`config.mk`:
```
export PLATFORM = sky130hd
export DESIGN_NAME = motor_ufeed_filter
export DESIGN_NICKNAME = d
export VERILOG_FILES = /design/src/rtl/motor_ufeed_filter.sv
export SDC_FILE = /design/constraint.sdc
export NUM_CORES = 1
export LEC_CHECK = 0
export BUFFER_PORTS_ARGS = -buffer_cell sky130_fd_sc_hd__buf_2
export CAP_MARGIN = 10
export CORE_MARGIN = 3
export CORE_UTILIZATION = 60
export DETAILED_ROUTE_END_ITERATION = 8
export GPL_TIMING_DRIVEN = 0
export PLACE_DENSITY = 0.84
export SLEW_MARGIN = 40
export SYNTH_ARGS = -nofsm -noshare
export SYNTH_HDL_FRONTEND = slang
export SYNTH_SLANG_ARGS = --single-unit
```
`constraint.sdc`:
```
create_clock -name clk_i -period 7.92 [get_ports clk_i]
set_clock_uncertainty 0.2 [all_clocks]
set_input_delay 0.792 -clock clk_i [delete_from_list [all_inputs] [get_ports clk_i]]
set_output_delay 0.792 -clock clk_i [all_outputs]
set_load 0.02 [all_outputs]
```
`src/rtl/motor_ufeed_filter.sv`:
```
// Motor feedback-voltage averaging filter: optional settle discard, then 2^shift boxcar averaging.
// Optional spike rejection is compiled in with `define MOTOR_UFEED_SPIKE_REJECT_EN.
module motor_ufeed_filter #(
    parameter real TCQ = 0.1
) (
    input  logic        clk_i,
    input  logic        rst_n_i,
    input  logic [2:0]  motor_state_i,
    input  logic        filt_en_i,
    input  logic [2:0]  filt_shift_i,
    input  logic [7:0]  settle_cnt_i,
    input  logic        adc_valid_i,
    input  logic [15:0] adc_data_i,
    input  logic [15:0] spike_thre_i,
    output logic        motor_Ufeed_en_o,
    output logic [15:0] motor_Ufeed_o,
    output logic [15:0] spike_cnt_o
);

    localparam logic [1:0] IDLE   = 2'd0;
    localparam logic [1:0] SETTLE = 2'd1;
    localparam logic [1:0] ACC    = 2'd2;

    logic [1:0]  state_q;
    logic [2:0]  shift_q;
    logic [7:0]  settle_q;
    logic [7:0]  settle_cnt_q;
    logic [19:0] acc_q;
    logic [4:0]  cnt_q;
    logic [15:0] ufeed_q;
    logic        ufeed_en_q;

    logic        run;
    logic [15:0] sample;
    logic [19:0] sum;
    logic [4:0]  win_len;
    logic        win_done;

    // TCQ only matters to the surrounding register-delay modelling; it has no logic effect here.
    logic unused_tcq;
    assign unused_tcq = (TCQ >= 0.0);

    assign run      = filt_en_i && (motor_state_i != 3'd0);
    assign win_len  = 5'd1 << shift_q;
    assign win_done = (cnt_q + 5'd1) == win_len;
    // 16 x 16'hFFFF = 20'hFFFF0, so 20 bits never overflow.
    assign sum      = acc_q + {4'd0, sample};

`ifdef MOTOR_UFEED_SPIKE_REJECT_EN
    logic [15:0] last_q;
    logic        first_q;
    logic [15:0] spike_cnt_q;
    logic [15:0] diff;
    logic        reject;

    assign diff   = (adc_data_i > last_q) ? (adc_data_i - last_q) : (last_q - adc_data_i);
    assign reject = !first_q && (diff > spike_thre_i);
    assign sample = reject ? last_q : adc_data_i;

    always_ff @(posedge clk_i or negedge rst_n_i) begin
        if (!rst_n_i) begin
            last_q      <= 16'd0;
            first_q     <= 1'b1;
            spike_cnt_q <= 16'd0;
        end else if (!run || state_q == IDLE) begin
            first_q <= 1'b1;
        end else if (state_q == ACC && adc_valid_i) begin
            last_q  <= sample;
            first_q <= 1'b0;
            if (reject && spike_cnt_q != 16'hFFFF)
                spike_cnt_q <= spike_cnt_q + 16'd1;
        end
    end

    assign spike_cnt_o = spike_cnt_q;
`else
    logic unused_thre;
    assign unused_thre = ^spike_thre_i;
    assign sample      = adc_data_i;
    assign spike_cnt_o = 16'd0;
`endif

    always_ff @(posedge clk_i or negedge rst_n_i) begin
        if (!rst_n_i) begin
            state_q      <= IDLE;
            shift_q      <= 3'd0;
            settle_q     <= 8'd0;
            settle_cnt_q <= 8'd0;
            acc_q        <= 20'd0;
            cnt_q        <= 5'd0;
            ufeed_q      <= 16'd0;
            ufeed_en_q   <= 1'b0;
        end else begin
            ufeed_en_q <= 1'b0;
            // Disable wins over everything, including a window-completing sample.
            if (!run) begin
                state_q      <= IDLE;
                settle_cnt_q <= 8'd0;
                acc_q        <= 20'd0;
                cnt_q        <= 5'd0;
            end else begin
                case (state_q)
                    IDLE: begin
                        shift_q      <= (filt_shift_i > 3'd4) ? 3'd4 : filt_shift_i;
                        settle_q     <= settle_cnt_i;
                        settle_cnt_q <= 8'd0;
                        acc_q        <= 20'd0;
                        cnt_q        <= 5'd0;
                        state_q      <= (settle_cnt_i == 8'd0) ? ACC : SETTLE;
                    end
                    SETTLE: begin
                        if (adc_valid_i) begin
                            if (settle_cnt_q == settle_q - 8'd1)
                                state_q <= ACC;
                            else
                                settle_cnt_q <= settle_cnt_q + 8'd1;
                        end
                    end
                    ACC: begin
                        if (adc_valid_i) begin
                            if (win_done) begin
                                ufeed_q    <= 16'(sum >> shift_q);
                                ufeed_en_q <= 1'b1;
                                acc_q      <= 20'd0;
                                cnt_q      <= 5'd0;
                            end else begin
                                acc_q <= sum;
                                cnt_q <= cnt_q + 5'd1;
                            end
                        end
                    end
                    default: state_q <= IDLE;
                endcase
            end
        end
    end

    assign motor_Ufeed_en_o = ufeed_en_q;
    assign motor_Ufeed_o    = ufeed_q;

endmodule

```
== Yosys cells after proc, flatten, opt, wreduce, memory -nomap -nowiden ==
Index checks and enable logic that the tools add are counted.

* Add/sub/neg operators: 4
* Magnitude comparators: 1
* Equality and inequality tests: 11
* Shift-type cells: 2
* Mux-type cells: 22
* Reduce and logical (&&, ||, !) cells: 9

{| class="wikitable"
|+ Operator list
! operator !! count
|-
| 2-to-1 mux 20 bit || 3
|-
| case mux 20 bit (2 select lines) || 1
|-
| 2-to-1 mux 8 bit || 3
|-
| adder 20 x 16 -> 20 bit || 1
|-
| right shift 20 x 3 -> 16 bit || 1
|-
| case mux 8 bit (2 select lines) || 1
|-
| 2-to-1 mux 5 bit || 3
|-
| inequality test 3 bit, second input constant || 4
|-
| case mux 5 bit (2 select lines) || 1
|-
| adder 8 x 1 -> 8 bit, second input constant || 1
|-
| == test 8 bit || 1
|-
| logical NOT 8 bit || 1
|-
| 2-to-1 mux 2 bit || 4
|-
| subtractor 8 x 1 -> 8 bit, second input constant || 1
|-
| inequality test 3 x 1 -> 1 bit, second input constant || 2
|-
| case mux 2 bit (3 select lines) || 1
|-
| AND reduction 3 bit || 2
|-
| adder 5 x 1 -> 5 bit, second input constant || 1
|-
| == test 5 bit || 1
|-
| << shifter 1 x 3 -> 5 bit, first input constant || 1
|-
| 2-to-1 mux 1 bit || 4
|-
| AND reduction 2 bit || 2
|-
| AND reduction 4 bit || 1
|-
| greater-than comparator 3 bit, second input constant || 1
|-
| other kinds (7) || 7
|}

* Bits in registers: 63
* Bits of input ports: 50
* Output and inout port bits: 33
* Word-level logic and storage cells: 57

== Depth between registers and ports, before layout ==
* Depth after elaboration: 6
* Mapped depth: 11
* Mapped depth without buffers: 11

== Least setup slack after synthesis ==
No wires, ideal clock.

* Path kind: input-to-reg
* Start point: in adc_data_i[0]
* End point: reg ufeed_q[11], in the netlist motor_Ufeed_o[11]
* Library setup time: 77 ps
* Data arrival time: 3145 ps
* Required time: 7643 ps
* Setup slack: 4497 ps
* Stages on the path: 11
* Path buffers: 0
* Cells stage by stage: ha_1 inv_1 fa_1 nand2b_1 a21oi_1 o21ai_0 a21oi_1 xnor2_1 mux2i_1 mux4_2 a21oi_1

* Longest elaborated chain between the ends: 2

{| class="wikitable"
|+ Ends and longest elaborated chain
! item !! RTL line !! text
|-
| from (decl) || 13 || <nowiki>input logic [15:0] adc_data_i,</nowiki>
|-
| adder 20 x 16 -> 20 bit || 47 || <nowiki>assign sum = acc_q + {4'd0, sample};</nowiki>
|-
| right shift 20 x 3 -> 16 bit || 122 || <nowiki>ufeed_q <= 16'(sum >> shift_q);</nowiki>
|-
| to (signal assigned) || 122 ||
|-
| to (decl) || 30 || <nowiki>logic [15:0] ufeed_q;</nowiki>
|}

Every way passes these cells.
A chain may end at the register's enable or synchronous reset.

== Worst setup path in the final report ==
Same ends and word-level chain as after synthesis.

==> impl_metrics.env <==
export IMPL_crit_chain="buf_2 -> ha_1 -> inv_1 -> fa_1 -> nand2b_1 -> a21oi_1 -> o21ai_0 -> nor2b_1 -> xnor2_1 -> mux2i_1 -> mux4_2 -> a21oi_1"
export IMPL_syn_area_um2=4640
export IMPL_cts_resized_gates=0
export IMPL_grt_pass1_vias=4029
export IMPL_timing_fmax_mhz=278
export IMPL_synth_seq_area_share_pct=34.0
export IMPL_die_area_um2=8830
export IMPL_p_leak_uw=0.00249
export IMPL_final_util_pct=71.9
export IMPL_io_buffers=50
export IMPL_syn_to_final_growth_pct=14.1
export IMPL_worst_slew_pin_slew_ns=0.679
export IMPL_antenna_found_initial=0
export IMPL_die_h_um=94.0
export IMPL_cp_top_family="multiplexers"
export IMPL_slew_viol_final=0
export IMPL_cap_violations=0
export IMPL_crit_path_top_delay_cell="mux4_2"
export IMPL_synth_ff_type="dfrtp_1"
export IMPL_routed_wl_um=11600
export IMPL_grt_pass1_wl_um=19200
export IMPL_grtUsageTotal_pct=27.9
export IMPL_tns_ns=0
export IMPL_root_buffer="clkbuf_8"
export IMPL_via_count=4255
export IMPL_ys_types=64
export IMPL_irDropWorstVdd_v=0.000114
export IMPL_n_antenna_cell=0
export IMPL_dpl_cell_area_um2=5070
export IMPL_initial_core_util_pct=63.0
export IMPL_period_needed_ns=3.60
export IMPL_yosysTopAreaCellShare_pct=34.0
export IMPL_yosysWarnings=0
export IMPL_async_flop_share_pct=100
export IMPL_powerDensity_nw_per_um2=163
export IMPL_clk_latency_ns=0.37
export IMPL_placedCellCount=690
export IMPL_num_fill_cells=588
export IMPL_critPathLaunchType="primary input"
export IMPL_hold_violations=0
export IMPL_overflow=0
export IMPL_drt_wirelength_per_cell_um=16.5
export IMPL_antenna_left=0
export IMPL_finalSetupViolCount=0
export IMPL_crit_path_end_kind="register"
export IMPL_clkTransAtPathRegs_ns=0.08
export IMPL_yosys_register_bits=63
export IMPL_synth_cells=526
export IMPL_cp_max_fo=5
export IMPL_rsz0062_at_grt="no"
export IMPL_cts_hold_buf=0
export IMPL_route_detailed_drc=0
export IMPL_core_area_um2=7370
export IMPL_first_pass_iters=5
export IMPL_ys_top_cells_by_area="dfrtp_1, ha_1, a21oi_1"
export IMPL_crit_type="in2reg"
export IMPL_place_gp_congestion=0.910
export IMPL_syn_avg_cell_area_um2=8.83
export IMPL_cts_buffers_inserted=9
export IMPL_cts_setup_buffers=0
export IMPL_cp_required_ns=8.02
export IMPL_die_w_um=94.0
export IMPL_synth_edf_count=0
export IMPL_cts_sinks=63
export IMPL_final_area_um2=5300
export IMPL_final_seq_area_um2=1580
export IMPL_ios=83
export IMPL_instances_no_fill=706
export IMPL_yosys_area_top_type="dfrtp_1"
export IMPL_crit_top_cell="a21oi_1"
export IMPL_slowest_delay_ns=0.52
export IMPL_tritoncts="built"
export IMPL_drive_gt1_share_pct=17.6
export IMPL_htree_levels=3
export IMPL_status="finished clean"
export IMPL_crit_arrival_ns=3.70
export IMPL_fin_crit_sh_pct=45.4
export IMPL_drt_iter0_markers=234
export IMPL_multi_input_area_um2=2840
export IMPL_rows=31
export IMPL_grt_max_degree=64
export IMPL_hpwlAfterDp_um=8750
export IMPL_layout_nets=672
export IMPL_crit_buf_inv=2
export IMPL_clockBufferDepth=2
export IMPL_hold_class="in2async"
export IMPL_drt_vias_per_instance=6.03
export IMPL_maxSlewHeadroom_pct=54.3
per-stage QoR:
| step | setup slack, ns | power [µW] | hold slack [ns] |
|---|---|---|---|
| 3_5_place_dp | 3.93 | 544 | 0.271 |
| 4_1_cts | 4.31 | 862 | 0.288 |
| 6_report | 4.32 | 864 | 0.169 |
| 2_1_floorplan | 4.50 | 490 | 0.269 |
| 3_3_place_gp | 3.97 | 535 | 0.260 |
| 5_1_grt | 4.06 | 901 | 0.240 |
cells by family (layout without fill, tap and decap cells):
| family | count (synthesis) | after routing | share of synthesized area [%] |
|---|---|---|---|
| other cells | 1 | 16 | 0.0808 |
| flops | 63 | 63 | 34.0 |
| compound gates | 163 | 163 | 24.1 |
| buf+inv | 59 | 125 | 6.06 |
| mux | 31 | 31 | 8.06 |
| simple gates | 159 | 159 | 16.5 |
| xor+xnor | 30 | 30 | 5.66 |
| fa+ha+maj | 20 | 20 | 5.55 |
power by group:
part	internal [µW]	total (µW)	switching, µW
clock	178	322	144
combinational	76.3	196	120
sequential	334	346	12.4
total	588	864	276
worst paths after layout:
kind	end	from	slack, ns	cells after the start
min	acc_q[11]	rst_n_i	0.17	1
max	motor_Ufeed_o[11]	adc_data_i[0]	4.32	12
max in group asynchronous	acc_q[1]	rst_n_i	6.90	1
min in group clk_i	motor_Ufeed_o[4]	motor_Ufeed_o[4]	0.28	2
max reg2reg	motor_Ufeed_o[11]	acc_q[0]	4.48	11
min reg2reg	motor_Ufeed_o[4]	motor_Ufeed_o[4]	0.28	2
metal layers:
metal  GRT usage (%)  wire (µm)
met5               0          0
met4            11.7        324
met3            5.77        627
met2            43.9       5450
met1            37.3       5230
synthesized netlist by cell type, types with 3 or more instances:
master    count
and3_1        3
a221o_1       3
inv_1        10
ha_1         19
o31ai_1       3
o22ai_1       4
xnor2_1      21
a21oi_1      43
a31oi_1       3
xor2_1        9
nand2b_1      6
a21o_1        8
o211ai_1     11
buf_1         3
nand2_1      48
and2_1        5
nor4_1        8
nor3_1        8
o21ai_0      31
o21bai_1      3
nor3b_1       3
nand4_1       7
a22o_1       16
mux2_2       11
o21a_1        3
clkbuf_1     27
a211oi_1     10
mux4_2        4
dfrtp_1      63
nand3_1      23
a41oi_1       3
nor2_1       37
mux2i_1      16
buf_4        16
worst register-to-register path, delay by kind of cell (launching register included):
family / cells / cell delay (ns)
muxes: 2 / 0.73
AOI/OAI and AO/OA: 3 / 0.71
adders and majority gates: 2 / 0.58
and+or+nand+nor: 2 / 0.38
xor gates and xnor gates: 1 / 0.36
DFF: 1 / 0.35
buffers and inverters: 1 / 0.06
registers in the layout, indices dropped and copies added, names as in the netlist:
register	flops
acc_q	20
settle_q	8
shift_q	3
cnt_q	5
motor_Ufeed_o	16
settle_cnt_q	8
state_q	2
motor_Ufeed_en_o	1
layout by cell type, fill, tap and decap left out, types with 19 or more instances in the layout:
cell type and n:
clkbuf_1 27, nand2_1 48, xnor2_1 21, o21ai_0 31, nor2_1 37, dfrtp_1 63
a21oi_1 43, buf_2 49, nand3_1 23, ha_1 19
layout make-up:
class / count / share of cell area [%]
inverters: 13 / 0.921
flip-flops and latches: 63 / 29.8
clock inverters: 7 / 1.79
repair buffers: 50 / 4.84
well taps: 99 / 2.34
clock buffers: 9 / 2.34
plain buffers: 46 / 4.39
multi-input cells: 419 / 53.6
Note: power is estimated with default switching activity, not from simulation.
